### config.mk
export PLATFORM = sky130hd
export DESIGN_NAME = alu_ctrl_sequencer
export DESIGN_NICKNAME = d
export VERILOG_FILES = /design/src/rtl/alu_ctrl_pkg.sv /design/src/rtl/alu_ctrl_sequencer_decoder.sv /design/src/rtl/alu_ctrl_sequencer.sv
export SDC_FILE = /design/constraint.sdc
export NUM_CORES = 1
export LEC_CHECK = 0
export ABC_AREA = 1
export CORE_ASPECT_RATIO = 0.6
export CORE_MARGIN = 3
export CORE_UTILIZATION = 44
export CTS_CLUSTER_SIZE = 14
export DETAILED_ROUTE_END_ITERATION = 8
export GPL_TIMING_DRIVEN = 0
export HOLD_SLACK_MARGIN = 0.06
export PLACE_DENSITY = 0.77
export REMOVE_ABC_BUFFERS = 1
export SLEW_MARGIN = 30
export SYNTH_ARGS = -nofsm -noshare
export SYNTH_HDL_FRONTEND = slang
export SYNTH_SLANG_ARGS = --single-unit
### constraint.sdc
create_clock -name clk -period 2.35 [get_ports clk]
set_clock_uncertainty 0.15 [all_clocks]
set_input_delay 0.705 -clock clk [delete_from_list [all_inputs] [get_ports clk]]
set_output_delay 0.705 -clock clk [all_outputs]
set_load 0.03 [all_outputs]
### src/rtl/alu_ctrl_pkg.sv
// Shared types and constants for the ALU control sequencer.
package alu_ctrl_pkg;

  localparam int DATA_W = 32;
  localparam int REG_AW = 5;

  typedef enum logic [1:0] {
    IDLE   = 2'd0,
    DECODE = 2'd1,
    EXEC   = 2'd2,
    WB     = 2'd3
  } state_t;

  localparam logic [4:0] OP_PASS = 5'b00000;
  localparam logic [4:0] OP_ADD  = 5'b00001;
  localparam logic [4:0] OP_NEG  = 5'b00101;
  localparam logic [4:0] OP_AND  = 5'b00010;
  localparam logic [4:0] OP_XOR  = 5'b00011;
  localparam logic [2:0] OP_SHIFT_PFX = 3'b010;
  localparam logic [4:0] OP_DIFF = 5'b10111;

  localparam logic [5:0] OPC_RTYPE = 6'h00;
  localparam logic [5:0] OPC_ADDI  = 6'h01;

endpackage

### src/rtl/alu_ctrl_sequencer_decoder.sv
// Combinational instruction decoder: ALU select, destination and legality.
module alu_ctrl_decoder
  import alu_ctrl_pkg::*;
#(
  parameter int DW = 32
) (
  input  logic [31:0]   instr,
  output logic [4:0]    opsel,
  output logic          ipsel,
  output logic [4:0]    dest,
  output logic          use_imm,
  output logic          illegal,
  output logic [DW-1:0] imm_ext
);

  logic [5:0] opcode;
  logic [4:0] funct;

  assign opcode  = instr[31:26];
  assign funct   = instr[4:0];
  assign imm_ext = {{(DW-16){instr[15]}}, instr[15:0]};

  always_comb begin
    opsel   = funct;
    ipsel   = 1'b0;
    dest    = instr[15:11];
    use_imm = 1'b0;
    illegal = 1'b0;
    case (opcode)
      OPC_RTYPE: begin
        case (funct)
          OP_PASS, OP_ADD, OP_AND, OP_XOR, OP_DIFF: ;
          OP_NEG:  ipsel = 1'b1;
          default: if (funct[4:2] != OP_SHIFT_PFX) illegal = 1'b1;
        endcase
      end
      OPC_ADDI: begin
        dest    = instr[20:16];
        opsel   = OP_ADD;
        use_imm = 1'b1;
      end
      default: illegal = 1'b1;
    endcase
  end

endmodule

### src/rtl/alu_ctrl_sequencer.sv
// Four-state sequencer feeding the ALU and writing results back to the register file.
// Optional zero_flag output enabled by defining ALU_CTRL_ZERO_FLAG_EN.
module alu_ctrl_sequencer
  import alu_ctrl_pkg::*;
#(
  parameter int DATA_W = alu_ctrl_pkg::DATA_W,
  parameter int REG_AW = alu_ctrl_pkg::REG_AW
) (
  input  logic              clk,
  input  logic              rst_n,
  input  logic              instr_valid,
  output logic              instr_ready,
  input  logic [31:0]       instr,
  output logic [REG_AW-1:0] rs_addr,
  output logic [REG_AW-1:0] rt_addr,
  input  logic [DATA_W-1:0] rs_data,
  input  logic [DATA_W-1:0] rt_data,
  output logic [DATA_W-1:0] alu_a,
  output logic [DATA_W-1:0] alu_b,
  output logic              alu_ipsel,
  output logic [4:0]        alu_opsel,
  input  logic [DATA_W-1:0] alu_result,
  input  logic              alu_carry,
  output logic              wr_en,
  output logic [REG_AW-1:0] wr_addr,
  output logic [DATA_W-1:0] wr_data,
  output logic              carry_flag,
`ifdef ALU_CTRL_ZERO_FLAG_EN
  output logic              zero_flag,
`endif
  output logic              illegal
);

  state_t              state;
  logic [31:0]         instr_q;
  logic [REG_AW-1:0]   dest_q;

  logic [31:0]         dec_instr;
  logic [4:0]          dec_opsel;
  logic                dec_ipsel;
  logic [4:0]          dec_dest;
  logic                dec_use_imm;
  logic                dec_illegal;
  logic [DATA_W-1:0]   dec_imm;

  // Decode the live word in IDLE so illegal can be flagged during DECODE.
  assign dec_instr = (state == IDLE) ? instr : instr_q;

  alu_ctrl_decoder #(.DW(DATA_W)) u_decoder (
    .instr   (dec_instr),
    .opsel   (dec_opsel),
    .ipsel   (dec_ipsel),
    .dest    (dec_dest),
    .use_imm (dec_use_imm),
    .illegal (dec_illegal),
    .imm_ext (dec_imm)
  );

  always_ff @(posedge clk or negedge rst_n) begin
    if (!rst_n) begin
      state       <= IDLE;
      instr_q     <= '0;
      dest_q      <= '0;
      instr_ready <= 1'b1;
      rs_addr     <= '0;
      rt_addr     <= '0;
      alu_a       <= '0;
      alu_b       <= '0;
      alu_ipsel   <= 1'b0;
      alu_opsel   <= '0;
      wr_en       <= 1'b0;
      wr_addr     <= '0;
      wr_data     <= '0;
      carry_flag  <= 1'b0;
`ifdef ALU_CTRL_ZERO_FLAG_EN
      zero_flag   <= 1'b0;
`endif
      illegal     <= 1'b0;
    end else begin
      illegal <= 1'b0;
      wr_en   <= 1'b0;
      case (state)
        IDLE: begin
          if (instr_valid && instr_ready) begin
            instr_q     <= instr;
            rs_addr     <= instr[25:21];
            rt_addr     <= instr[20:16];
            illegal     <= dec_illegal;
            instr_ready <= 1'b0;
            state       <= DECODE;
          end
        end
        DECODE: begin
          if (dec_illegal) begin
            instr_ready <= 1'b1;
            state       <= IDLE;
          end else begin
            alu_a     <= rs_data;
            alu_b     <= dec_use_imm ? dec_imm : rt_data;
            alu_opsel <= dec_opsel;
            alu_ipsel <= dec_ipsel;
            dest_q    <= dec_dest;
            state     <= EXEC;
          end
        end
        EXEC: begin
          wr_data <= alu_result;
          wr_addr <= dest_q;
          wr_en   <= (dest_q != '0);
          if (alu_opsel == OP_ADD) carry_flag <= alu_carry;
`ifdef ALU_CTRL_ZERO_FLAG_EN
          zero_flag <= (alu_result == '0);
`endif
          state   <= WB;
        end
        WB: begin
          instr_ready <= 1'b1;
          state       <= IDLE;
        end
        default: begin
          instr_ready <= 1'b1;
          state       <= IDLE;
        end
      endcase
    end
  end

endmodule

* After elaboration in Yosys (flattened, before gate mapping)
Cells that the tools add are included.
Storage, ports and cells: bits in registers 160, input bits 132, output and inout port bits 121, word-level logic and storage cells 59
Cells by class: equality and inequality tests 13, muxes and demuxes 19, bitwise operators 1, reductions and logical operators 11
Operators by type and width (count):
- 2-to-1 mux 32 bit | 2
- == test 5 x 1 -> 1 bit (second input constant) | 2
- == test 5 x 2 -> 1 bit (second input constant) | 2
- 2-to-1 mux 1 bit | 10
- 2-to-1 mux 5 bit | 2
- case mux 2 bit (4 select lines) | 1
- == test 6 x 1 -> 1 bit (second input constant) | 1
- zero test 6 bit | 1
- AND reduction 2 bit | 3
- OR reduction 6 bit | 1
- == test 5 x 3 -> 1 bit (second input constant) | 1
- == test 5 bit (second input constant) | 1
- zero test 5 bit | 1
- nonzero test 5 bit | 1
- == test 2 bit (second input constant) | 2
- 2-to-1 mux 2 bit | 2
- inequality test 3 x 2 -> 1 bit (second input constant) | 1
- case mux 1 bit (3 select lines) | 1
- AND reduction 3 bit | 1
- nonzero test 3 bit | 1
- == test 2 x 1 -> 1 bit (second input constant) | 1
- zero test 2 bit | 1
- inequality test 2 x 1 -> 1 bit (second input constant) | 1
- inequality test 2 bit (second input constant) | 1
- other kinds (3) | 3

* Logic depth before layout (Yosys ltp)
Gate-level depths: netlist (run 1).
depth in word-level cells 8, depth in mapped cells 14, gate-level depth less buffers 12

* Modules after synthesis
A second synthesis (run 1) with hierarchy kept.
Unflattened totals: cell total of the unflattened synthesis 908, area total of the unflattened synthesis 7086.8 um^2
Modules (own cells, without submodules):
- alu_ctrl_sequencer | instances 1, cells each 825, area an instance 6595.1 um^2, sequential area each 3754.9 um^2
- alu_ctrl_decoder | instances 1, cells each 83, area an instance 491.7 um^2, sequential area each 0.0 um^2

* Worst setup path after synthesis (run 1)
No wires, ideal clock.
path type input to register, start input port instr[28], end register alu_b[0], setup time 0.132 ns, arrival time 1.717 ns, data required time 2.068 ns, path slack 0.351 ns, stages 10, path buffers 2, path through nor2_1 nor2_1 nor2_1 nand3_2 nand2_1 nand3_4 buf_6 buf_6 nand2_1 o21ai_1
Between the ends: word-level cells in the longest chain between the ends 5, elaborated cells on any way between the ends 8, classes of those cells eq/ne: 1; mux: 4; bitwise: 1; reduce/logical: 2
Ends and longest elaborated chain:
- start, declared | line alu_ctrl_sequencer.sv:13 | input logic [31:0] instr,
- 2-to-1 mux 32 bit * | line alu_ctrl_sequencer.sv:47 | assign dec_instr = (state == IDLE) ? instr : instr_q;
- == test 6 x 1 -> 1 bit or zero test 6 bit (tied branches) | line alu_ctrl_sequencer_decoder.sv:29 | case (opcode)
- case mux 1 bit (2 select lines) | line alu_ctrl_sequencer_decoder.sv:29
- NOT 1 bit (no line)
- AND reduction 2 bit (no line)
- end signal, assigned | line alu_ctrl_sequencer.sv:99 | alu_b <= dec_use_imm ? dec_imm : rt_data;
- end, declared | line alu_ctrl_sequencer.sv:19 | output logic [DATA_W-1:0] alu_b,
Every way passes the cells marked *; elsewhere a longest branch is shown, timed or not. A chain may end at the register's enable or synchronous reset.

* Worst setup path in the final report (run 1)
start input port instr[26], end register alu_ipsel
Between the ends: word-level cells in the longest chain between the ends 5, elaborated cells on any way between the ends 7, classes of those cells eq/ne: 1; mux: 3; bitwise: 1; reduce/logical: 2
Ends and longest elaborated chain:
- 2-to-1 mux 32 bit * | line alu_ctrl_sequencer.sv:47
- == test 6 x 1 -> 1 bit or zero test 6 bit (tied branches) | line alu_ctrl_sequencer_decoder.sv:29
- case mux 1 bit (2 select lines) | line alu_ctrl_sequencer_decoder.sv:29
- NOT 1 bit (no line)
- AND reduction 2 bit (no line)
- end signal, assigned | line alu_ctrl_sequencer.sv:101 | alu_ipsel <= dec_ipsel;
- end, declared | line alu_ctrl_sequencer.sv:20 | output logic alu_ipsel,
Marks and branches as above.

==> reports/results.txt, run 1 <==
Status - finished, final reports clean
Final WS setup - 0.00440 ns
CTS tree - done
Root Driver - clkbuf_16
Hold Slack - 0.335 ns
Final wirelength - 21,500 µm
Row Count - 34
Filler Cell Count - 1,061
Worst Max-Slew Pin Slew - 0.658 ns
Slew headroom - 55.7%
Number of library cell types mapped by synthesis - 26
CP max FO - 22
Leak Pwr - 5.74 nW
Power, Total - 14.3 mW
Synthesized area - 6610 µm²
Placed cell count - 1,130
Sequential-to-total area share from yosys stat - 56.8%
Startpoint types - primary input
Worst setup path category - in2reg
Number of buffers created by CTS - 17
Max clock buf depth - 2
Ys Warns - 0
Vias - 5,894
Remaining global-route overflow - 0
Die width - 164 µm
Gpl congestion - 0.733
Avg Inst Size Synth - 9.16 µm²
Finished Cell Area - 10,500 µm²
First-pass GRT wire length - 31,200 µm
Initial DRC Count - 338
Setup TNS - 0 ns
CP required - 2.53 ns
Antenna violations before repair - 0
Final setup violation count - 0
H-tree depth - 4
Final #Nets - 1,120
Placeable Area - 14,600 µm²
Die area - 16,600 µm²
Starting Density - 45.3%
N_diodes - 0
GRT Total Usage - 24.6%
Final Cycle Share - 99.8%
Final cell count without fillers - 1,199
Area delta synth->final - 59.2%
Pwr per Cell Area - 1360 nW/µm²
Flops & latches, synth - 150
Clock-pin slew of the registers on the worst-case setup and hold paths - 0.06 ns
Final min period - 2.35 ns
Detailed placement HPWL - 12,600 µm
DP Area - 9230 µm²
Vert. Die Dim - 101 µm
Hold crit path type - reg2reg
Final hold vios - 0
Largest net degree at the start of global routing - 60
Number of global-route vias before repair - 5,704
Max Freq - 426 MHz
Area occupied by multi-input gates - 2400 µm²
Pins Over Slew Limit - 0
PortBufs - 252
Layout cells sized above 1 - 15.1%
ANT nets after route - 0
Worst Path Arrival - 2.52 ns
Max Cap Viol - 0
Seq. cell area - 3760 µm²
# DRC - 0
Ports - 253
Detailed-router iteration count before antenna repair - 5
Gate Count Post-Synth - 722
Utilization after layout - 72.1%
Worst skew pair latency - 0.42 ns
Pre-CTS WS - -1.56 ns
Peak supply drop - 0.693 mV
CP endpoint kind - register
Routed len/inst - 17.9 µm
Vias per cell - 4.92
Sink Count - 150
-- per-layer routing --
metal	share of wire [%]	global-route usage, %
met1	43	31.4
met2	47	39.3
met3	9.3	10.4
met4	0.66	5.13
met5	0	0
-- report_power, final --
group	leakage (nW)	switching [mW]	internal (mW)
registers	1.90	0.629	3.77
clock network	0.288	1.21	1.50
logic	3.56	4.25	2.97
-- layout make-up --
type	instances	area share, %
tap	198	2.35
inverter	96	3.61
timing repair buffer	289	30.0
clock buffer	17	4.04
clock inverter	15	1.51
sequential	150	35.7
multi-input combinational	434	22.8
-- worst paths after layout --
kind | from | to | slack, ns | cells after the start
hold / removal | alu_b[6] | alu_b[6] | 0.33 | 2
setup reg to reg | state[0] | alu_a[21] | 0.06 | 12
setup / recovery | instr[26] | alu_ipsel | 0.004 | 10
min in group asynchronous | rst_n | wr_data[27] | 0.60 | 2
max in group asynchronous | rst_n | alu_b[7] | 0.53 | 4
hold reg to reg | alu_b[6] | alu_b[6] | 0.33 | 2
-- state kept, by name, summed over array words and instances, names as in the netlist, named ones only --
name and count:
dest_q 5, alu_opsel 5, alu_a 32, state 1
carry_flag 1, alu_b 32, rs_addr 4, wr_data 32
instr_ready 1, rt_addr 4, alu_ipsel 1, illegal 1
instr_q 24, wr_en 1, wr_addr 5
-- repair_timing --
| action | CTS | global route |
|---|---|---|
| gates resized for setup | 37 | 75 |
| setup buffers | 12 | 13 |
| endpoints found under the hold margin | 38 | 0 |
| cloned | 7 | 4 |
| hold buffers | 1 | 0 |
| pin swaps | 6 | 7 |
| endpoints found under the setup margin | 90 | 128 |
-- logic make-up after synthesis --
logic type,Yosys count,share of synthesized area [%]
compound gates,144,11.0
flops,150,56.8
mux,47,8.01
simple gates,238,14.3
buf+inv,143,9.95
-- worst max-delay path: stages --
cell and delay (ns):
clkdlybuf4s50_1 0.48, inv_1 0.06, nand2_1 0.09, o21ai_1 0.09
nor2_2 0.17, nand3_4 0.15, nand2_8 0.11, buf_4 0.15
nand3_4 0.26, o21ai_1 0.26
-- cell usage in the layout (no fill, tap or decap), drive strengths merged, types with 10 or more instances in the layout --
cell,Yosys,layout
mux2,47,47
a21oi,20,20
dlygate4sd2,0,12
clkdlybuf4s50,0,186
nor2,14,14
clkbuf,13,21
nand3,6,10
dfrtp,149,149
nand2,214,215
dlymetal6s2s,0,53
buf,34,33
inv,96,103
o21ai,122,122
-- cell usage after synthesis (all sizes together) --
master	instances	area share (%)
dfstp	1	0.40
buf	34	3.7
nor2	14	0.95
nor3	3	0.23
mux2	47	8.0
clkbuf	13	0.76
a31o	1	0.13
dfrtp	149	56
a21oi	20	1.5
nor3b	1	0.11
nand2	214	12
nand3	6	0.72
inv	96	5.5
o21ai	122	9.2
a31oi	1	0.095
Note: power is estimated with default switching activity, not from simulation.
==> run 2, diff against run 1 <==
--- a/config.mk
+++ b/config.mk
@@ -13,9 +13,10 @@
 export DETAILED_ROUTE_END_ITERATION = 8
 export GPL_TIMING_DRIVEN = 0
 export HOLD_SLACK_MARGIN = 0.06
-export PLACE_DENSITY = 0.77
+export PLACE_DENSITY = 0.8
 export REMOVE_ABC_BUFFERS = 1
 export SLEW_MARGIN = 30
 export SYNTH_ARGS = -nofsm -noshare
 export SYNTH_HDL_FRONTEND = slang
 export SYNTH_SLANG_ARGS = --single-unit
+export TNS_END_PERCENT = 10
==> run 2 against run 1 <==
  * Clock-buffer cell count up 1
  * Cell count down 0.75%
  * Wire length down 4.2%
  * Critical path depth up 2
  * Die area unchanged
  * Non-clock buffer count down 10
  * Worst setup slack better by 0.0024 ns
  * Utilization down 1.1 points
  * Fmax up 0.10%
  * Final area down 1.5%
  * Sequential share of layout area up 0.53 points
  * Sequential cell count unchanged
  * Critical path type unchanged
  * Largest cell class unchanged
==> reports/results.txt, run 2 (same netlist as run 1, synthesis figures left out) <==
Die width - 164 µm (unchanged)
Routed wl met2 - 9480 µm (was 10,200 µm)
Startpoint types - primary input (unchanged)
Hold crit path type - in2async (was reg2reg)
Leak Pwr - 5.36 nW (was 5.74 nW)
CP required - 2.49 ns (was 2.53 ns)
Crit-path most repeated cell - nand2_2
Seq. cell area - 3760 µm² (unchanged)
Gpl congestion - 0.765 (was 0.733)
Pwr per Cell Area - 1390 nW/µm² (was 1360 nW/µm²)
Peak supply drop - 0.683 mV (was 0.693 mV)
Worst Max-Slew Pin Slew - 0.656 ns (was 0.658 ns)
Vias per cell - 4.94 (was 4.92)
Worst skew pair latency - 0.41 ns (was 0.42 ns)
Initial DRC Count - 275 (was 338)
Detailed-router iteration count before antenna repair - 5 (unchanged)
N_diodes - 0 (unchanged)
Largest net degree at the start of global routing - 83 (was 60)
CTS tree - done (unchanged)
# DRC - 0 (unchanged)
Starting Density - 45.3% (unchanged)
Max Cap Viol - 0 (unchanged)
DP Area - 9200 µm² (was 9230 µm²)
Antenna violations before repair - 0 (unchanged)
Power, Total - 14.5 mW (was 14.3 mW)
Vias - 5,876 (was 5,894)
Area occupied by multi-input gates - 2410 µm² (was 2400 µm²)
Final min period - 2.34 ns (was 2.35 ns)
Slew headroom - 55.8% (was 55.7%)
Vert. Die Dim - 101 µm (unchanged)
H-tree depth - 4 (unchanged)
RSZ-0062 raised after global routing - true
Final #Nets - 1,111 (was 1,120)
Final Cycle Share - 99.7% (was 99.8%)
Sink Count - 150 (unchanged)
Final hold vios - 0 (unchanged)
Crit path max-delay family - buffers and inverters (was simple AND/OR/NAND/NOR gates)
Final setup violation count - 0 (unchanged)
CP endpoint kind - register (unchanged)
Placeable Area - 14,600 µm² (unchanged)
Detailed placement HPWL - 12,300 µm (was 12,600 µm)
Remaining global-route overflow - 0 (unchanged)
Ports - 253 (unchanged)
ANT nets after route - 0 (unchanged)
Max clock buf depth - 2 (unchanged)
Worst Path Buf+Inv - 3 (unchanged)
Routed len/inst - 17.3 µm (was 17.9 µm)
Clock-pin slew of the registers on the worst-case setup and hold paths - 0.07 ns (was 0.06 ns)
Row Count - 34 (unchanged)
Slowest stage cell, crit path - clkdlybuf4s50_1 (unchanged)
M1 WL - 9140 µm (about the same)
Die area - 16,600 µm² (unchanged)
Pins Over Slew Limit - 0 (unchanged)
Root Driver - clkbuf_16 (unchanged)
Crit-path cells - clkdlybuf4s50_1, nand2_2, nand2_2, nand2_2, nor2_1, nand2_1, nand2_4, nand3_4, buf_6, bufbuf_16, nand2_1, o21ai_1 (was clkdlybuf4s50_1, inv_1, nand2_1, o21ai_1, nor2_2, nand3_4, nand2_8, buf_4, nand3_4, o21ai_1)
CP peak stage delay - 0.52 ns (was 0.48 ns)
Filler Cell Count - 1,103 (was 1,061)
Number of buffers created by CTS - 17 (unchanged)
Commonest cells after routing, fill and taps aside - 214 x clkdlybuf4s50_1, 200 x nand2_1, 147 x dfrtp_1 (was 204 x nand2_1, 186 x clkdlybuf4s50_1, 147 x dfrtp_1)
Setup TNS - 0 ns (unchanged)
Status - finished, final reports clean (unchanged)
Number of global-route vias before repair - 5,592 (was 5,704)
CP max FO - 15 (was 22)
Top flop regs - alu_a x32, alu_b x32, wr_data x32 (unchanged)
Worst Path Arrival - 2.48 ns (was 2.52 ns)
Commonest non-fill, non-tap cell in the layout - clkdlybuf4s50_1 (was nand2_1)
GRT Total Usage - 24.1% (was 24.6%)
DR WL met3 - 1750 µm (was 2010 µm)
First-pass GRT wire length - 30,800 µm (was 31,200 µm)
Worst setup path category - in2reg (unchanged)
PortBufs - 252 (unchanged)
Max Freq - 427 MHz (was 426 MHz)
Final wirelength - 20,600 µm (was 21,500 µm)
Finished Cell Area - 10,400 µm² (was 10,500 µm²)
Area delta synth->final - 56.9% (was 59.2%)
Layout cells sized above 1 - 14.7% (was 15.1%)
Uppermost layer routed - met4 (unchanged)
==> run 2: cell count changes in the layout (fill, tap and decap cells not counted), sizes merged <==
cell,change
clkinv,-3
dlygate4sd3,-1
buf,-7
clkinvlp,+2
dlygate4sd2,-5
clkbuf,-2
clkdlybuf4s50,+28
dlymetal6s2s,-23
nand2,+1
bufbuf,+1
==> run 2: layout make-up <==
class,count,share of cell area [%]
clock buffer,18,4.23
timing repair buffer,279,28.9
sequential,150,36.2
tap,198,2.39
clock inverter,14,1.34
multi-input combinational,435,23.3
inverter,96,3.62
==> run 2: per-stage QoR <==
| step | utilization (%) | std cells | hold slack [ns] | setup WS (ns) |
|---|---|---|---|---|
| global route | 71.1 | 1190 | 0.108 | -0.0892 |
| global placement | 62.3 | 1125 | 0.317 | -5.76 |
| floorplan | - | 675 | 0.259 | -0.928 |
| CTS | 69.4 | 1180 | 0.109 | 0.000169 |
| detailed placement | 63.0 | 1129 | 0.324 | -1.87 |
| finish | 71.1 | 1190 | 0.0765 | 0.00678 |
==> run 2: what timing repair did <==
action / CTS / global route
cloned: 8 / 2
setup buffers: 11 / 8
pin swaps: 7 / 17
setup endpoints to repair: 85 / 105
gates resized for setup: 32 / 55
hold buffers: 0 / 0
==> run 2: power by group <==
group / leakage, nW / switching, mW / internal [mW] / total [mW]
Clock: 0.277 / 1.17 / 1.52 / 2.69
Combinational: 3.18 / 4.26 / 3.09 / 7.35
Sequential: 1.90 / 0.638 / 3.77 / 4.41
==> run 2: path summary, 6_finish.rpt <==
kind,start,to,slack [ns],cells after the start
setup / recovery,instr[0],alu_b[0],0.007,12
hold / removal,rst_n,wr_data[21],0.08,1
setup reg to reg,register,alu_a[30],0.03,12
hold reg to reg,alu_b[16],alu_b[16],0.34,2
max in group asynchronous,rst_n,instr_ready,1.15,2
min in group clk,alu_b[16],alu_b[16],0.34,2
==> run 2: routing by layer <==
layer  vias to the layer above  global-route usage, %
met2                       220                   38.2
li1                       2791                      -
met3                        22                   7.72
met1                      2843                   33.1
met5                         -                      0
met4                         0                   3.90
==> run 3, diff against run 2 <==
--- a/config.mk
+++ b/config.mk
@@ -7,7 +7,6 @@
 export LEC_CHECK = 0
 export ABC_AREA = 1
 export CORE_ASPECT_RATIO = 0.6
-export CORE_MARGIN = 3
 export CORE_UTILIZATION = 44
 export CTS_CLUSTER_SIZE = 14
 export DETAILED_ROUTE_END_ITERATION = 8
==> run 3 against run 2 <==
  * Final area decreased by 1.6%
  * Total power shrank 2.1%
  * Cell count down 0.76%
  * Critical path type unchanged
  * Critical endpoint is now alu_b[23]
==> reports/results.txt, run 3 (same netlist as run 1, synthesis figures left out) <==
Final hold vios - 0 (unchanged)
Worst skew pair latency - 0.41 ns (about the same)
Root Driver - clkbuf_16 (unchanged)
Initial DRC Count - 481 (was 275)
Row Count - 34 (unchanged)
Starting Density - 45.3% (unchanged)
CP endpoint kind - register (unchanged)
Remaining global-route overflow - 0 (unchanged)
Antenna violations before repair - 0 (unchanged)
Worst setup path category - in2reg (unchanged)
Ports - 253 (unchanged)
Slew headroom - 55.4% (was 55.8%)
Clock-pin slew of the registers on the worst-case setup and hold paths - 0.07 ns (about the same)
Number of global-route vias before repair - 5,799 (was 5,592)
Gpl congestion - 0.790 (was 0.765)
CTS tree - done (unchanged)
Vias per cell - 4.88 (was 4.94)
Reg2reg path depth - 12 (unchanged)
Setup TNS - 0 ns (unchanged)
Sink Count - 150 (unchanged)
Max clock buf depth - 2 (unchanged)
Peak supply drop - 0.705 mV (was 0.683 mV)
PortBufs - 252 (unchanged)
Top flop regs - alu_a x32, alu_b x32, wr_data x32 (unchanged)
Routed len/inst - 16.9 µm (was 17.3 µm)
Placeable Area - 14,600 µm² (unchanged)
Largest net degree at the start of global routing - 85 (was 83)
Commonest non-fill, non-tap cell in the layout - clkdlybuf4s50_1 (unchanged)
Max Cap Viol - 0 (unchanged)
Area delta synth->final - 54.4% (was 56.9%)
Number of buffers created by CTS - 17 (unchanged)
Worst Max-Slew Pin Slew - 0.661 ns (was 0.656 ns)
Final Cycle Share - 98.9% (was 99.7%)
Filler Cell Count - 1,115 (was 1,103)
Vert. Die Dim - 97.0 µm (was 101 µm)
Utilization after layout - 70.0% (was 71.1%)
# DRC - 0 (unchanged)
Startpoint types - primary input (unchanged)
H-tree depth - 4 (unchanged)
Worst Path Arrival - 2.46 ns (was 2.48 ns)
Leak Pwr - 5.27 nW (was 5.36 nW)
Detailed placement HPWL - 11,900 µm (was 12,300 µm)
Vias - 5,765 (was 5,876)
Final setup violation count - 0 (unchanged)
CP required - 2.48 ns (was 2.49 ns)
Max Freq - 430 MHz (was 427 MHz)
CP max FO - 31 (was 15)
Final WS setup - 0.0252 ns (was 0.00678 ns)
Die width - 160 µm (was 164 µm)
Final #Nets - 1,102 (was 1,111)
Commonest cells after routing, fill and taps aside - 216 x clkdlybuf4s50_1, 206 x nand2_1, 147 x dfrtp_1 (was 214 x clkdlybuf4s50_1, 200 x nand2_1, 147 x dfrtp_1)
GRT Total Usage - 26.2% (was 24.1%)
Hold-fix buffers at CTS - 0 (unchanged)
Die area - 15,500 µm² (was 16,600 µm²)
Pins Over Slew Limit - 0 (unchanged)
First-pass GRT wire length - 31,600 µm (was 30,800 µm)
Pre-CTS WS - -1.35 ns (was -1.87 ns)
Final wirelength - 20,000 µm (was 20,600 µm)
Detailed-router iteration count before antenna repair - 5 (unchanged)
N_diodes - 0 (unchanged)
Power, Total - 14.1 mW (was 14.5 mW)
Status - finished, final reports clean (unchanged)
Hold crit path type - in2async (unchanged)
Layout cells sized above 1 - 13.1% (was 14.7%)
Final min period - 2.32 ns (was 2.34 ns)
Pwr per Cell Area - 1390 nW/µm² (about the same)
ANT nets after route - 0 (unchanged)
==> run 3: cell types whose count changed in the layout (fill, tap and decap cells not counted), moves of 4 or more <==
cell	delta
nand2_1	+6
buf_4	-5
nand2_2	-5
clkinvlp_4	+4
dlygate4sd2_1	-4
inv_6	-4
==> run 3: per-layer routing <==
| layer | wire length [µm] | global-route usage, % | vias up |
|---|---|---|---|
| li1 | - | - | 2780 |
| met1 | 9070 | 35.7 | 2744 |
| met4 | 206 | 6.15 | 0 |
| met3 | 1540 | 7.72 | 20 |
| met5 | 0 | 0 | - |
| met2 | 9170 | 41.3 | 221 |
==> run 3: area by class of cell <==
cell class | instances | area, µm² | share of cell area [%]
timing repair buffer | 271 | 2890 | 28.3
inverter | 96 | 378 | 3.70
sequential | 150 | 3760 | 36.8
tap | 198 | 248 | 2.43
clock inverter | 15 | 145 | 1.42
multi-input combinational | 434 | 2370 | 23.2
clock buffer | 17 | 425 | 4.17
==> run 3: per-stage QoR <==
step	instance area (µm²)	hold slack [ns]	std cells
after floorplan	6310	0.259	675
after global placement	9080	0.316	1125
after detailed placement	9200	0.326	1129
after CTS	10000	0.166	1176
after global routing	10200	0.190	1181
final	10200	0.126	1181
==> run 3: path summary, 6_finish.rpt <==
check	start	to	slack [ns]
worst max-delay path	instr[27]	alu_b[23]	0.03
worst min-delay path	rst_n	alu_b[30]	0.13
worst max register to register	register	alu_b[23]	0.08
worst min register to register	alu_b[14]	alu_b[14]	0.33
max in group asynchronous	rst_n	state[0]	1.12
min in group clk	alu_b[14]	alu_b[14]	0.33
==> run 3: critical path, stage by stage <==
cell             delay (ns)
clkdlybuf4s50_1        0.42
nand2_1                0.08
nand2_1                0.11
nor2_2                 0.19
nand2_2                0.12
nor2_2                 0.16
nand2_4                0.11
nand3_4                0.09
buf_12                 0.16
buf_16                 0.20
o21ai_0                0.11
==> run 3: repair_timing <==
item	4_1_cts	5_1_grt
resized for setup	24	43
cloned	7	1
pin swaps	6	5
setup endpoints to repair	82	107
setup buffers	8	4
==> run 3: where the power goes <==
group | switching (mW) | internal, mW | total [mW]
registers | 0.647 | 3.77 | 4.42
clock network | 1.16 | 1.48 | 2.64
logic | 4.16 | 2.93 | 7.09
